==> config.mk <==
export PLATFORM = sky130hd
export DESIGN_NAME = pixel_compositor_flat
export DESIGN_NICKNAME = d
export VERILOG_FILES = /design/src/rtl/compositor_pkg.sv /design/src/rtl/pixel_compositor_if.sv /design/src/rtl/pix_fifo.sv /design/src/rtl/pixel_compositor.sv /design/src/flat_wrapper.sv
export SDC_FILE = /design/constraint.sdc
export NUM_CORES = 1
export LEC_CHECK = 0
export ABC_AREA = 0
export BUFFER_PORTS_ARGS = -buffer_cell sky130_fd_sc_hd__buf_2
export CORE_UTILIZATION = 55
export DETAILED_ROUTE_END_ITERATION = 8
export PLACE_DENSITY = 0.73
export SYNTH_ARGS = -nofsm -noshare
export SYNTH_HDL_FRONTEND = slang
export SYNTH_SLANG_ARGS = --single-unit
==> constraint.sdc <==
create_clock -name clk_25 -period 16.7 [get_ports clk_25]
set_input_delay 0.835 -clock clk_25 [delete_from_list [all_inputs] [get_ports clk_25]]
set_output_delay 0.835 -clock clk_25 [all_outputs]
set_load 0.02 [all_outputs]
==> src/rtl/compositor_pkg.sv <==
// Shared types, frame constants and blend helpers for pixel_compositor.
package compositor_pkg;
  localparam int H_RES     = 640;
  localparam int V_RES     = 480;
  localparam int FB_ADDR_W = 19;
  localparam int ALPHA_MAX = 8;

  typedef struct packed {
    logic [4:0] r;
    logic [5:0] g;
    logic [4:0] b;
  } rgb565_t;

  typedef struct packed {
    logic [FB_ADDR_W-1:0] addr;
    rgb565_t              data;
  } fb_wr_t;

  typedef struct packed {
    logic [9:0] x;
    logic [9:0] y;
    rgb565_t    dvi;
    rgb565_t    ccd;
    logic [3:0] a;
    logic       oor;
  } s1_t;

  function automatic logic [3:0] clamp_alpha(input logic [3:0] al);
    return (al > 4'(ALPHA_MAX)) ? 4'(ALPHA_MAX) : al;
  endfunction

  // Weights sum to 8, so the rounded result can never exceed the channel max.
  function automatic logic [4:0] blend5(input logic [4:0] d, input logic [4:0] c,
                                        input logic [3:0] a);
    logic [8:0] acc;
    acc = 9'(d) * 9'(4'(ALPHA_MAX) - a) + 9'(c) * 9'(a) + 9'd4;
    return 5'(acc >> 3);
  endfunction

  function automatic logic [5:0] blend6(input logic [5:0] d, input logic [5:0] c,
                                        input logic [3:0] a);
    logic [9:0] acc;
    acc = 10'(d) * 10'(4'(ALPHA_MAX) - a) + 10'(c) * 10'(a) + 10'd4;
    return 6'(acc >> 3);
  endfunction
endpackage

==> src/rtl/pixel_compositor_if.sv <==
// Pixel input bus plus frame-buffer write port of the compositor.
interface pixel_compositor_if;
  logic                                 val;
  logic [9:0]                           sync_x;
  logic [9:0]                           sync_y;
  logic [4:0]                           dvi_r;
  logic [5:0]                           dvi_g;
  logic [4:0]                           dvi_b;
  logic [4:0]                           ccd_r;
  logic [5:0]                           ccd_g;
  logic [4:0]                           ccd_b;
  logic [3:0]                           alpha;
  logic                                 wr_req;
  logic [compositor_pkg::FB_ADDR_W-1:0] wr_addr;
  logic [15:0]                          wr_data;
  logic                                 wr_ack;

  modport master (
    output val, sync_x, sync_y, dvi_r, dvi_g, dvi_b, ccd_r, ccd_g, ccd_b, alpha, wr_ack,
    input  wr_req, wr_addr, wr_data
  );

  modport slave (
    input  val, sync_x, sync_y, dvi_r, dvi_g, dvi_b, ccd_r, ccd_g, ccd_b, alpha, wr_ack,
    output wr_req, wr_addr, wr_data
  );
endinterface

==> src/rtl/pix_fifo.sv <==
// Synchronous FIFO; a push into a full FIFO succeeds when a pop happens the same cycle.
module pix_fifo #(
  parameter int DEPTH = 8,
  parameter int W     = 35
) (
  input  logic         clk_25,
  input  logic         rst_n,
  input  logic         push,
  input  logic         pop,
  input  logic [W-1:0] din,
  output logic [W-1:0] dout,
  output logic         full,
  output logic         empty
);
  localparam int AW = $clog2(DEPTH);

  logic [W-1:0] mem [DEPTH];
  logic [AW:0]  wr_ptr, rd_ptr;
  logic         do_push, do_pop;

  // Extra pointer MSB distinguishes full from empty when the indices match.
  assign empty   = (wr_ptr == rd_ptr);
  assign full    = (wr_ptr[AW] != rd_ptr[AW]) && (wr_ptr[AW-1:0] == rd_ptr[AW-1:0]);
  assign do_pop  = pop && !empty;
  assign do_push = push && (!full || do_pop);
  assign dout    = mem[rd_ptr[AW-1:0]];

  always_ff @(posedge clk_25 or negedge rst_n) begin
    if (!rst_n) begin
      wr_ptr <= '0;
      rd_ptr <= '0;
    end else begin
      if (do_push) wr_ptr <= wr_ptr + 1'b1;
      if (do_pop)  rd_ptr <= rd_ptr + 1'b1;
    end
  end

  always_ff @(posedge clk_25) begin
    if (do_push) mem[wr_ptr[AW-1:0]] <= din;
  end
endmodule

==> src/rtl/pixel_compositor.sv <==
// Blends DVI/CCD pixels, computes frame-buffer addresses and queues writes.
// Optional PIXEL_COMPOSITOR_CHROMA_KEY_EN: CCD pixels equal to KEY_COLOR are made transparent.
module pixel_compositor
  import compositor_pkg::rgb565_t, compositor_pkg::fb_wr_t, compositor_pkg::s1_t,
         compositor_pkg::FB_ADDR_W, compositor_pkg::clamp_alpha,
         compositor_pkg::blend5, compositor_pkg::blend6;
#(
  parameter int          DEPTH     = 8,
  parameter int          H_RES     = compositor_pkg::H_RES,
  parameter int          V_RES     = compositor_pkg::V_RES,
  parameter logic [15:0] KEY_COLOR = 16'h07E0
) (
  input  logic                clk_25,
  input  logic                rst_n,
  pixel_compositor_if.slave   pif,
  output logic                overflow,
  output logic [15:0]         drop_cnt,
  output logic                frame_done
);
  localparam int STAGES = 1;
  localparam logic [FB_ADDR_W-1:0] LAST_ADDR = FB_ADDR_W'(H_RES * V_RES - 1);

  s1_t                s1_d, s1_q;
  logic [STAGES:1]    vld_q;
  logic [STAGES:0]    vld_pipe;
  logic [3:0]         a_eff;
  rgb565_t            mix;
  fb_wr_t             push_ent, head;
  logic               push, pop, drop, full, empty;

  assign vld_pipe = {vld_q, pif.val};

  // Stage 1: capture inputs, clamp alpha, flag out-of-range coordinates.
  always_comb begin
    s1_d       = '0;
    s1_d.x     = pif.sync_x;
    s1_d.y     = pif.sync_y;
    s1_d.dvi.r = pif.dvi_r;
    s1_d.dvi.g = pif.dvi_g;
    s1_d.dvi.b = pif.dvi_b;
    s1_d.ccd.r = pif.ccd_r;
    s1_d.ccd.g = pif.ccd_g;
    s1_d.ccd.b = pif.ccd_b;
    s1_d.a     = clamp_alpha(pif.alpha);
    s1_d.oor   = (32'(pif.sync_x) >= H_RES) || (32'(pif.sync_y) >= V_RES);
  end

  always_ff @(posedge clk_25 or negedge rst_n) begin
    if (!rst_n) begin
      vld_q <= '0;
      s1_q  <= '0;
    end else begin
      vld_q <= vld_pipe[STAGES-1:0];
      if (pif.val) s1_q <= s1_d;
    end
  end

  // Stage 2: blend and address, feeding the FIFO directly.
  always_comb begin
    a_eff = s1_q.a;
`ifdef PIXEL_COMPOSITOR_CHROMA_KEY_EN
    if (s1_q.ccd == KEY_COLOR) a_eff = '0;
`endif
    mix.r         = blend5(s1_q.dvi.r, s1_q.ccd.r, a_eff);
    mix.g         = blend6(s1_q.dvi.g, s1_q.ccd.g, a_eff);
    mix.b         = blend5(s1_q.dvi.b, s1_q.ccd.b, a_eff);
    // Constant multiply; with H_RES=640 this folds to (y<<9)+(y<<7).
    push_ent.addr = FB_ADDR_W'(s1_q.y) * FB_ADDR_W'(H_RES) + FB_ADDR_W'(s1_q.x);
    push_ent.data = mix;
  end

`ifndef PIXEL_COMPOSITOR_CHROMA_KEY_EN
  // KEY_COLOR only matters when chroma keying is built in.
  logic unused_key;
  assign unused_key = ^KEY_COLOR;
`endif

  assign push = vld_pipe[STAGES] && !s1_q.oor;
  assign pop  = pif.wr_ack && !empty;
  assign drop = push && full && !pop;

  pix_fifo #(.DEPTH(DEPTH), .W($bits(fb_wr_t))) u_fifo (
    .clk_25 (clk_25),
    .rst_n  (rst_n),
    .push   (push),
    .pop    (pop),
    .din    (push_ent),
    .dout   (head),
    .full   (full),
    .empty  (empty)
  );

  // Head is masked while empty so stale storage never shows on the bus.
  assign pif.wr_req  = !empty;
  assign pif.wr_addr = empty ? '0 : head.addr;
  assign pif.wr_data = empty ? '0 : head.data;

  always_ff @(posedge clk_25 or negedge rst_n) begin
    if (!rst_n) begin
      overflow   <= 1'b0;
      drop_cnt   <= '0;
      frame_done <= 1'b0;
    end else begin
      if (drop) begin
        overflow <= 1'b1;
        if (drop_cnt != 16'hFFFF) drop_cnt <= drop_cnt + 1'b1;
      end
      frame_done <= pop && (head.addr == LAST_ADDR);
    end
  end
endmodule

==> src/flat_wrapper.sv <==
// flat-port wrapper written by rule: the top's interface ports become plain ports
module pixel_compositor_flat import compositor_pkg::rgb565_t, compositor_pkg::fb_wr_t, compositor_pkg::s1_t,
         compositor_pkg::FB_ADDR_W, compositor_pkg::clamp_alpha,
         compositor_pkg::blend5, compositor_pkg::blend6;
#(
  parameter int          DEPTH     = 8,
  parameter int          H_RES     = compositor_pkg::H_RES,
  parameter int          V_RES     = compositor_pkg::V_RES,
  parameter logic [15:0] KEY_COLOR = 16'h07E0
)
  (clk_25, rst_n, overflow, drop_cnt, frame_done, pif_val, pif_sync_x, pif_sync_y, pif_dvi_r, pif_dvi_g, pif_dvi_b, pif_ccd_r, pif_ccd_g, pif_ccd_b, pif_alpha, pif_wr_ack, pif_wr_req, pif_wr_addr, pif_wr_data);
  pixel_compositor_if pif_i ();
  input  logic clk_25;
  input  logic rst_n;
  output logic overflow;
  output logic [15:0] drop_cnt;
  output logic frame_done;
  input wire logic [$bits(pif_i.val)-1:0] pif_val;
  input wire logic [$bits(pif_i.sync_x)-1:0] pif_sync_x;
  input wire logic [$bits(pif_i.sync_y)-1:0] pif_sync_y;
  input wire logic [$bits(pif_i.dvi_r)-1:0] pif_dvi_r;
  input wire logic [$bits(pif_i.dvi_g)-1:0] pif_dvi_g;
  input wire logic [$bits(pif_i.dvi_b)-1:0] pif_dvi_b;
  input wire logic [$bits(pif_i.ccd_r)-1:0] pif_ccd_r;
  input wire logic [$bits(pif_i.ccd_g)-1:0] pif_ccd_g;
  input wire logic [$bits(pif_i.ccd_b)-1:0] pif_ccd_b;
  input wire logic [$bits(pif_i.alpha)-1:0] pif_alpha;
  input wire logic [$bits(pif_i.wr_ack)-1:0] pif_wr_ack;
  output wire logic [$bits(pif_i.wr_req)-1:0] pif_wr_req;
  output wire logic [$bits(pif_i.wr_addr)-1:0] pif_wr_addr;
  output wire logic [$bits(pif_i.wr_data)-1:0] pif_wr_data;
  assign pif_i.val = pif_val;
  assign pif_i.sync_x = pif_sync_x;
  assign pif_i.sync_y = pif_sync_y;
  assign pif_i.dvi_r = pif_dvi_r;
  assign pif_i.dvi_g = pif_dvi_g;
  assign pif_i.dvi_b = pif_dvi_b;
  assign pif_i.ccd_r = pif_ccd_r;
  assign pif_i.ccd_g = pif_ccd_g;
  assign pif_i.ccd_b = pif_ccd_b;
  assign pif_i.alpha = pif_alpha;
  assign pif_i.wr_ack = pif_wr_ack;
  assign pif_wr_req = pif_i.wr_req;
  assign pif_wr_addr = pif_i.wr_addr;
  assign pif_wr_data = pif_i.wr_data;
  pixel_compositor #(.DEPTH(DEPTH), .H_RES(H_RES), .V_RES(V_RES), .KEY_COLOR(KEY_COLOR)) u_core (.clk_25(clk_25), .rst_n(rst_n), .pif(pif_i), .overflow(overflow), .drop_cnt(drop_cnt), .frame_done(frame_done));
endmodule
==> summary.md, run 1 <==
| Metric | Value |
|---|---|
| Outcome | finished clean |
| R2r startpoint | u_core.a_eff[0]$_DFFE_PN0P_ |
| Die area | 0.0356 sq mm |
| Power share of the combinational group | 42.2% |
| CTS tree | yes |
| Leak | 8.50 nW |
| Worst Max-Slew Pin Slew | 0.936 ns |
| Starting Density | 56.5% |
| Syn Area/Cell | 14.9 sq um |
| Startpoint types | flop |
| Initial antenna violation count | 0 |
| First-pass GRT wire length | 60000 microns |
| Number of synthesized flops with an enable pin | 280 |
| Rel. slew slack | 37.6% |
| Post-CTS Repair Setup Buffers | 0 |
| Final Critical Period | 6.36 ns |
| Antenna Nets Post-Route | 0 |
| DIE WIDTH | 189 microns |
| Fin crit share | 38.1% |
| Port Buf Inserts | 113 |
| Via count | 10492 |
| Initial DRC Count | 819 |
| P_int | 2.60 mW |
| GRT overflow | 0 |
| Switching Power | 1.50 mW |
| GRT Util Overall | 21.9% |
| Peak VDD IR | 0.161 mV |
| Mapped Cells | 1283 |
| Clock skew | 0.0194 ns |
| Clk sinks | 364 |
| Commonest non-fill, non-tap cell in the layout | edfxtp_1 |
| Die Span Y | 189 microns |
| GP Congestion | 0.866 |
| DR WL/cell | 19.7 microns |
| Power Dens Cells | 191 mW/mm^2 |
| Register bit total from synthesis | 364 |
| Path depth of the worst reg2reg path | 17 |
| Reg-to-reg critical path endpoint | u_core.u_fifo.mem[1][10]$_DFFE_PP_ |
| Share of layout cells above drive strength 1 | 23.3% |
| Post-synth cell types | 62 |
| Syn Nets | 1506 |
| Cts bufs inserted | 39 |
| Nets | 1631 |
| Sw frac | 36.6% |
| Worst-skew pair later-pin latency | 0.54 ns |
| Std-Cell Core Area | 0.0339 sq mm |
| Non-Filler Instances | 1886 |
| Sequential Power Share | 36.2% |
| Post-cts resize count | 0 |
| Fill count | 2491 |
| N_diodes | 0 |
| Finish-stage setup viols | 0 |
| Vias in the first global route | 11115 |
| CTS root buf | clkbuf_16 |
| Clock buffer depth | 3 |
| H-tree level count | 2 |
| Drt pass-1 iters | 5 |
| Maxcap violations | 0 |
| Yosys warning count | 0 |
| Pin count of the biggest net entering global routing | 65 |
| Post-route DRC violation count | 0 |
| Final WL | 37200 microns |
| RSZ-0062 raised after global routing | no |
| Reg2Reg Setup Slack | 10.34 ns |
| Async S/R FF share, synth | 23.1% |
| Critical path endpoint category | flop |
| # IOs | 114 |
| Hold_buf cts | 0 |
| CP Max Fanout | 30 |
| Placed insts | 1815 |
| Seq/Total Area, Yosys | 54.9% |
| Primary FF master, synth | edfxtp_1 |
| Hold Fails Final Rpt | 0 |
| Worst hold path class | input port to asynchronous set/reset pin |
| Fmax achieved | 157 MHz |
| Critical path data arrival time | 6.61 ns |
| Clock network power share | 21.6% |
| Mapped cell area | 0.0191 sq mm |
| Final-report max-slew violation count | 0 |
| Reg clk slew, reported paths | 0.06 ns |
| FP Rows | 67 |
| HPWL after detailed placement | 24100 microns |
| Commonest cells after routing, fill and taps aside | edfxtp_1, inv_1, buf_2, fa_1, dfrtp_1 |
| Worst Path Required | 16.95 ns |
| Via-per-instance ratio | 5.56 |
| Final TNS setup | 0 ns |
| Crit path kind | flop to flop |
| P&R area growth vs syn | 12.4% |
-- critical path, cell delays in order, from the launching register on --
cell and delay [ns]:
dfrtp_1 0.84, inv_1 0.20, ha_1 0.28, nand2b_1 0.27, and2_1 0.32, nand2_1 0.14
inv_1 0.12, fa_1 0.45, fa_1 0.52, inv_1 0.05, fa_1 0.46, fa_1 0.54
inv_1 0.05, fa_1 0.47, ha_1 0.24, o41ai_1 0.54, o21bai_1 0.14, xnor2_1 0.45
-- sequential cells by signal, indices dropped and copies added (netlist names) --
name,count
u_core.frame_done,1
u_core.a_eff,4
u_core.drop_cnt,16
u_core.vld_q,1
u_core.u_fifo.mem,280
u_core.s1_q,53
u_core.overflow,1
u_core.u_fifo.rd_ptr,4
u_core.u_fifo.wr_ptr,4
-- cell usage after synthesis, types with 4 or more instances --
cell type	count	area, sq um
edfxtp_1	280	8410
inv_1	134	503
fa_1	90	1800
dfrtp_1	84	2100
and2_1	79	494
ha_1	73	913
nand2_1	72	270
mux4_2	65	1460
xnor2_1	61	534
nor2_1	59	221
mux2_2	54	608
mux2i_1	36	360
clkbuf_1	27	101
xor2_1	16	140
o21ai_0	14	70.1
nand3_1	13	65.1
a21oi_1	12	60.1
nor3_1	11	55.1
and3_1	8	50.1
nand2b_1	8	50.1
nand4_1	8	50.1
buf_6	7	78.8
a21o_1	6	45.0
mux4_1	5	131
o21a_1	4	30.0
-- layer usage --
| layer | vias up | track usage, % | routed length (microns) |
|---|---|---|---|
| li1 | 4784 | - | - |
| met1 | 5363 | 30.2 | 16300 |
| met2 | 291 | 36.9 | 18200 |
| met3 | 54 | 2.98 | 2040 |
| met4 | 0 | 5.55 | 688 |
| met5 | - | 0 | 0 |
-- area by class of cell --
class                   instances  area [sq um]  share of cell area, %
multi-input cells             739          7910                   36.7
clock buffers                  49          1020                   4.76
inverters                     134           503                   2.34
repair buffers                130           696                   3.23
well taps                     448           561                   2.60
clock inverters                22           312                   1.45
flip-flops and latches        364         10500                   48.9
-- logic make-up (layout without fill, tap and decap cells) --
family	Yosys count	count (layout)	synth area share [%]
muxes	160	160	13.4
DFF	364	364	54.9
AOI/OAI and AO/OA	48	48	1.59
xor gates and xnor gates	82	82	3.98
buffers and inverters	180	335	4.09
and+or+nand+nor	286	286	7.86
adders and majority gates	163	163	14.2
-- worst max path at each step --
stage	cells past startpoint	startpoint	to	slack (ns)
after global placement	17	u_core.a_eff[0]$_DFFE_PN0P_	u_core.u_fifo.mem[0][10]$_DFFE_PP_	10.60
after CTS	17	u_core.a_eff[0]$_DFFE_PN0P_	u_core.u_fifo.mem[1][10]$_DFFE_PP_	10.31
after floorplan	20	u_core.a_eff[0]$_DFFE_PN0P_	u_core.u_fifo.mem[0][10]$_DFFE_PP_	11.25
after global routing	17	u_core.a_eff[0]$_DFFE_PN0P_	u_core.u_fifo.mem[0][10]$_DFFE_PP_	9.90
final	17	u_core.a_eff[0]$_DFFE_PN0P_	u_core.u_fifo.mem[1][10]$_DFFE_PP_	10.34
after detailed placement	17	u_core.a_eff[0]$_DFFE_PN0P_	u_core.u_fifo.mem[2][10]$_DFFE_PP_	10.36
-- metrics by stage --
stage | area [sq um] | worst slack, ns | hold WS, ns | util (%) | total power, mW
2_1_floorplan | 19100 | 11.25 | 0.462 | - | 2.77
3_3_place_gp | 20200 | 10.60 | 0.456 | 59.6 | 3.17
3_5_place_dp | 20200 | 10.36 | 0.464 | 59.6 | 3.23
4_1_cts | 21500 | 10.31 | 0.223 | 63.5 | 4.13
5_1_grt | 21500 | 9.90 | 0.245 | 63.5 | 4.35
6_report | 21500 | 10.34 | 0.223 | 63.5 | 4.10
-- power groups by stage --
stage,Clock (mW),Sequential (mW),Combinational (mW)
after detailed placement,0,1.50,1.73
after global placement,0,1.50,1.68
after global routing,0.938,1.50,1.91
final,0.887,1.48,1.73
after floorplan,0,1.44,1.33
after CTS,0.903,1.48,1.75
No activity file was read; power rests on OpenSTA's default activity.
==> run 2, diff against run 1 <==
--- a/config.mk
+++ b/config.mk
@@ -5,11 +5,11 @@
 export SDC_FILE = /design/constraint.sdc
 export NUM_CORES = 1
 export LEC_CHECK = 0
-export ABC_AREA = 0
+export ABC_AREA = 1
 export BUFFER_PORTS_ARGS = -buffer_cell sky130_fd_sc_hd__buf_2
 export CORE_UTILIZATION = 55
 export DETAILED_ROUTE_END_ITERATION = 8
-export PLACE_DENSITY = 0.73
+export PLACE_DENSITY = 0.76
 export SYNTH_ARGS = -nofsm -noshare
 export SYNTH_HDL_FRONTEND = slang
 export SYNTH_SLANG_ARGS = --single-unit
==> constraint.sdc (replaced) <==
create_clock -name clk_25 -period 5.3 [get_ports clk_25]
set_input_delay 0.265 -clock clk_25 [delete_from_list [all_inputs] [get_ports clk_25]]
set_output_delay 0.265 -clock clk_25 [all_outputs]
set_load 0.02 [all_outputs]
==> run 2 against run 1 <==
  * The flow now finishes with violations (DRC)
  * Non-clock buffer count rose by 72
  * Combinational power increased to 3.2 times the previous value
  * Synthesized cell count grew 64%
  * Cell area rose by 6.9%
  * Sequential cell count unchanged
  * Worst hold slack lost 0.21 ns
  * Register-to-register slack got worse by 10 ns
  * Via count rose by 42%
  * Routed wire length up 25%
  * Largest cell class unchanged
==> summary.md, run 2 <==
| Metric | Value |
|---|---|
| Sequential Power Share | 34.2% |
| Drt pass-1 iters | 8 |
| Seq/Total Area, Yosys | 52.1% |
| CTS tree | yes |
| CTS root buf | clkbuf_16 |
| Clock network power share | 20.7% |
| Startpoint types | flop |
| Post-route DRC violation count | 4 |
| Register bit total from synthesis | 364 |
| Reg clk slew, reported paths | 0.06 ns |
| Vias in the first global route | 14834 |
| Antenna Nets Post-Route | 0 |
| CP Max Fanout | 8 |
| Synth area leaders | edfxtp_1, dfrtp_1, nand2_1 |
| Final Critical Period | 5.05 ns |
| Switching Power | 5.18 mW |
| GP Congestion | 0.880 |
| Peak VDD IR | 0.416 mV |
| Pin count of the biggest net entering global routing | 89 |
| Worst hold path class | input port to flop |
| # IOs | 114 |
| Fin Hold WS | 0.0176 ns |
| Commonest non-fill, non-tap cell in the layout | nand2_1 |
| Yosys warning count | 0 |
| P&R area growth vs syn | 14.1% |
| Clk sinks | 364 |
| Std-Cell Core Area | 0.0358 sq mm |
| Final WL | 46400 microns |
| DIE WIDTH | 193 microns |
| GRT overflow | 0 |
| Outcome | finished with violations |
| Fin crit share | 95.3% |
| Commonest cells after routing, fill and taps aside | nand2_1, nor2_1, inv_1, edfxtp_1, o21ai_0 |
| Nets | 2491 |
| Clock buffer depth | 3 |
| H-tree level count | 2 |
| Synth area leader | edfxtp_1 |
| Cts bufs inserted | 38 |
| Async S/R FF share, synth | 23.1% |
| Finish-stage setup viols | 0 |
| Primary FF master, synth | edfxtp_1 |
| Leak | 10.4 nW |
| Post-CTS Repair Setup Buffers | 0 |
| Share of layout cells above drive strength 1 | 10.5% |
| Mapped cell area | 0.0202 sq mm |
| Rel. slew slack | 35.4% |
| Final Cell Area | 0.0230 sq mm |
| Critical path endpoint category | flop |
| Syn Area/Cell | 9.57 sq um |
| Maxcap violations | 0 |
| P_int | 7.28 mW |
| Count leader, synth | nand2_1 |
| Via-per-instance ratio | 5.39 |
| Number of synthesized flops with an enable pin | 280 |
| Clock skew | 0.0197 ns |
| DR WL/cell | 16.8 microns |
| Top cells by count, synth | nand2_1, nor2_1, inv_1 |
| First-pass GRT wire length | 75700 microns |
| Final-report max-slew violation count | 0 |
| Power share of the combinational group | 45.1% |
| Placed Area | 0.0212 sq mm |
| Mapped Cells | 2107 |
| Via count | 14876 |
| Initial antenna violation count | 0 |
| Port Buf Inserts | 113 |
| Failing checks | DRC |
| GRT Util Overall | 25.4% |
| Initial DRC Count | 1299 |
| Die area | 0.0374 sq mm |
| Max reg flops | 280 |
| FP Rows | 69 |
| Post-synth cell types | 43 |
| Worst Max-Slew Pin Slew | 0.967 ns |
| Sw frac | 41.6% |
| Fill count | 2752 |
| HPWL after detailed placement | 30300 microns |
| Starting Density | 56.3% |
| Power Dens Cells | 542 mW/mm^2 |
| Worst-skew pair later-pin latency | 0.55 ns |
| Hold Fails Final Rpt | 0 |
| Die Span Y | 193 microns |
| Syn Nets | 2330 |
| Yosys top cell area share | 41.7% |
| Fmax achieved | 198 MHz |
| Worst Path Required | 5.53 ns |
| Critical path data arrival time | 5.28 ns |
| Crit path kind | flop to flop |
## run 2: cell types whose count changed after synthesis, sizes merged, moves of 53 or more
cell	change
mux4	-70
nor2	+254
o21ai	+167
and2	-78
mux2	-53
inv	+160
nand3	+66
nand2	+410
## run 2: layout make-up
type | instances | area [sq um] | area share, %
antenna | 1 | 2.50 | 0.0109
clock buffer | 51 | 1060 | 4.61
multi-input combinational | 1366 | 8210 | 35.7
clock inverter | 18 | 148 | 0.642
sequential | 364 | 10500 | 45.7
tap | 461 | 577 | 2.51
timing repair buffer | 202 | 1380 | 5.98
inverter | 296 | 1110 | 4.85
## run 2: per-stage QoR
stage	power [mW]	util, %	instances	worst slack, ns	TNS (ns)
floorplan	8.11	-	2107	0.0142	0
global placement	9.55	59.1	2633	0.167	0
detailed placement	9.77	59.1	2633	0.0266	0
CTS	12.4	64.1	2758	0.0561	0
global route	13.3	64.2	2758	-0.00587	-0.0195
finish	12.5	64.2	2759	0.249	0
## run 2: final timing paths
| path | start | end | slack [ns] | depth (start not counted) |
|---|---|---|---|---|
| max in group asynchronous | rst_n | u_core.u_fifo.rd_ptr[0]$_DFFE_PN0P_ | 3.84 | 3 |
| max | u_core.a_eff[0]$_DFFE_PN0P_ | u_core.u_fifo.mem[4][15]$_DFFE_PP_ | 0.25 | 21 |
| max reg2reg | u_core.a_eff[0]$_DFFE_PN0P_ | u_core.u_fifo.mem[4][15]$_DFFE_PP_ | 0.25 | 21 |
| min | pif_sync_x[0] | u_core.s1_q[47]$_DFFE_PN0P_ | 0.02 | 3 |
| min in group asynchronous | rst_n | u_core.s1_q[12]$_DFFE_PN0P_ | 0.22 | 2 |
| min reg2reg | u_core.overflow$_DFFE_PN0P_ | u_core.overflow$_DFFE_PN0P_ | 0.47 | 1 |
## run 2: critical path: stages, from the launching register on
cell and delay [ns]:
dfrtp_1 0.36, inv_1 0.06, ha_2 0.19, nand2_1 0.10
nand2_2 0.09, buf_4 0.19, nor2_1 0.17, inv_1 0.12
fa_1 0.54, inv_1 0.06, fa_1 0.47, fa_1 0.49
inv_1 0.05, fa_1 0.52, inv_1 0.05, ha_1 0.35
a21oi_1 0.25, nor2_1 0.06, a211oi_1 0.19, o31ai_1 0.14
nand3_1 0.11, nand2_1 0.17
## run 2: repair_timing
item	CTS	global route
hold buffers	56	0
gates resized for setup	1	11
endpoints found under the setup margin	2	32
pin swaps	0	3
hold endpoints to repair	91	0
## run 2: layer usage
layer / global-route usage (%) / vias up / routed length (microns)
met4: 8.21 / 0 / 1260
met3: 3.28 / 80 / 3050
met1: 33.7 / 7195 / 19600
met5: 0 / - / 0
met2: 43.5 / 499 / 22500
li1: - / 7102 / -
## run 2: power by group through the flow
stage / Combinational, mW / Clock [mW] / Sequential [mW]
2_1_floorplan: 3.93 / 0 / 4.18
3_3_place_gp: 5.25 / 0 / 4.30
3_5_place_dp: 5.46 / 0 / 4.31
4_1_cts: 5.55 / 2.62 / 4.25
5_1_grt: 6.25 / 2.73 / 4.28
6_report: 5.62 / 2.59 / 4.26
## run 2: cells by family after synthesis
family / Yosys count / synth area share, %
AOI/OAI and AO/OA: 245 / 6.42
xor gates and xnor gates: 50 / 2.17
adders and majority gates: 163 / 13.5
buffers and inverters: 377 / 7.65
DFF: 364 / 52.1
muxes: 1 / 0.0559
and+or+nand+nor: 907 / 18.1
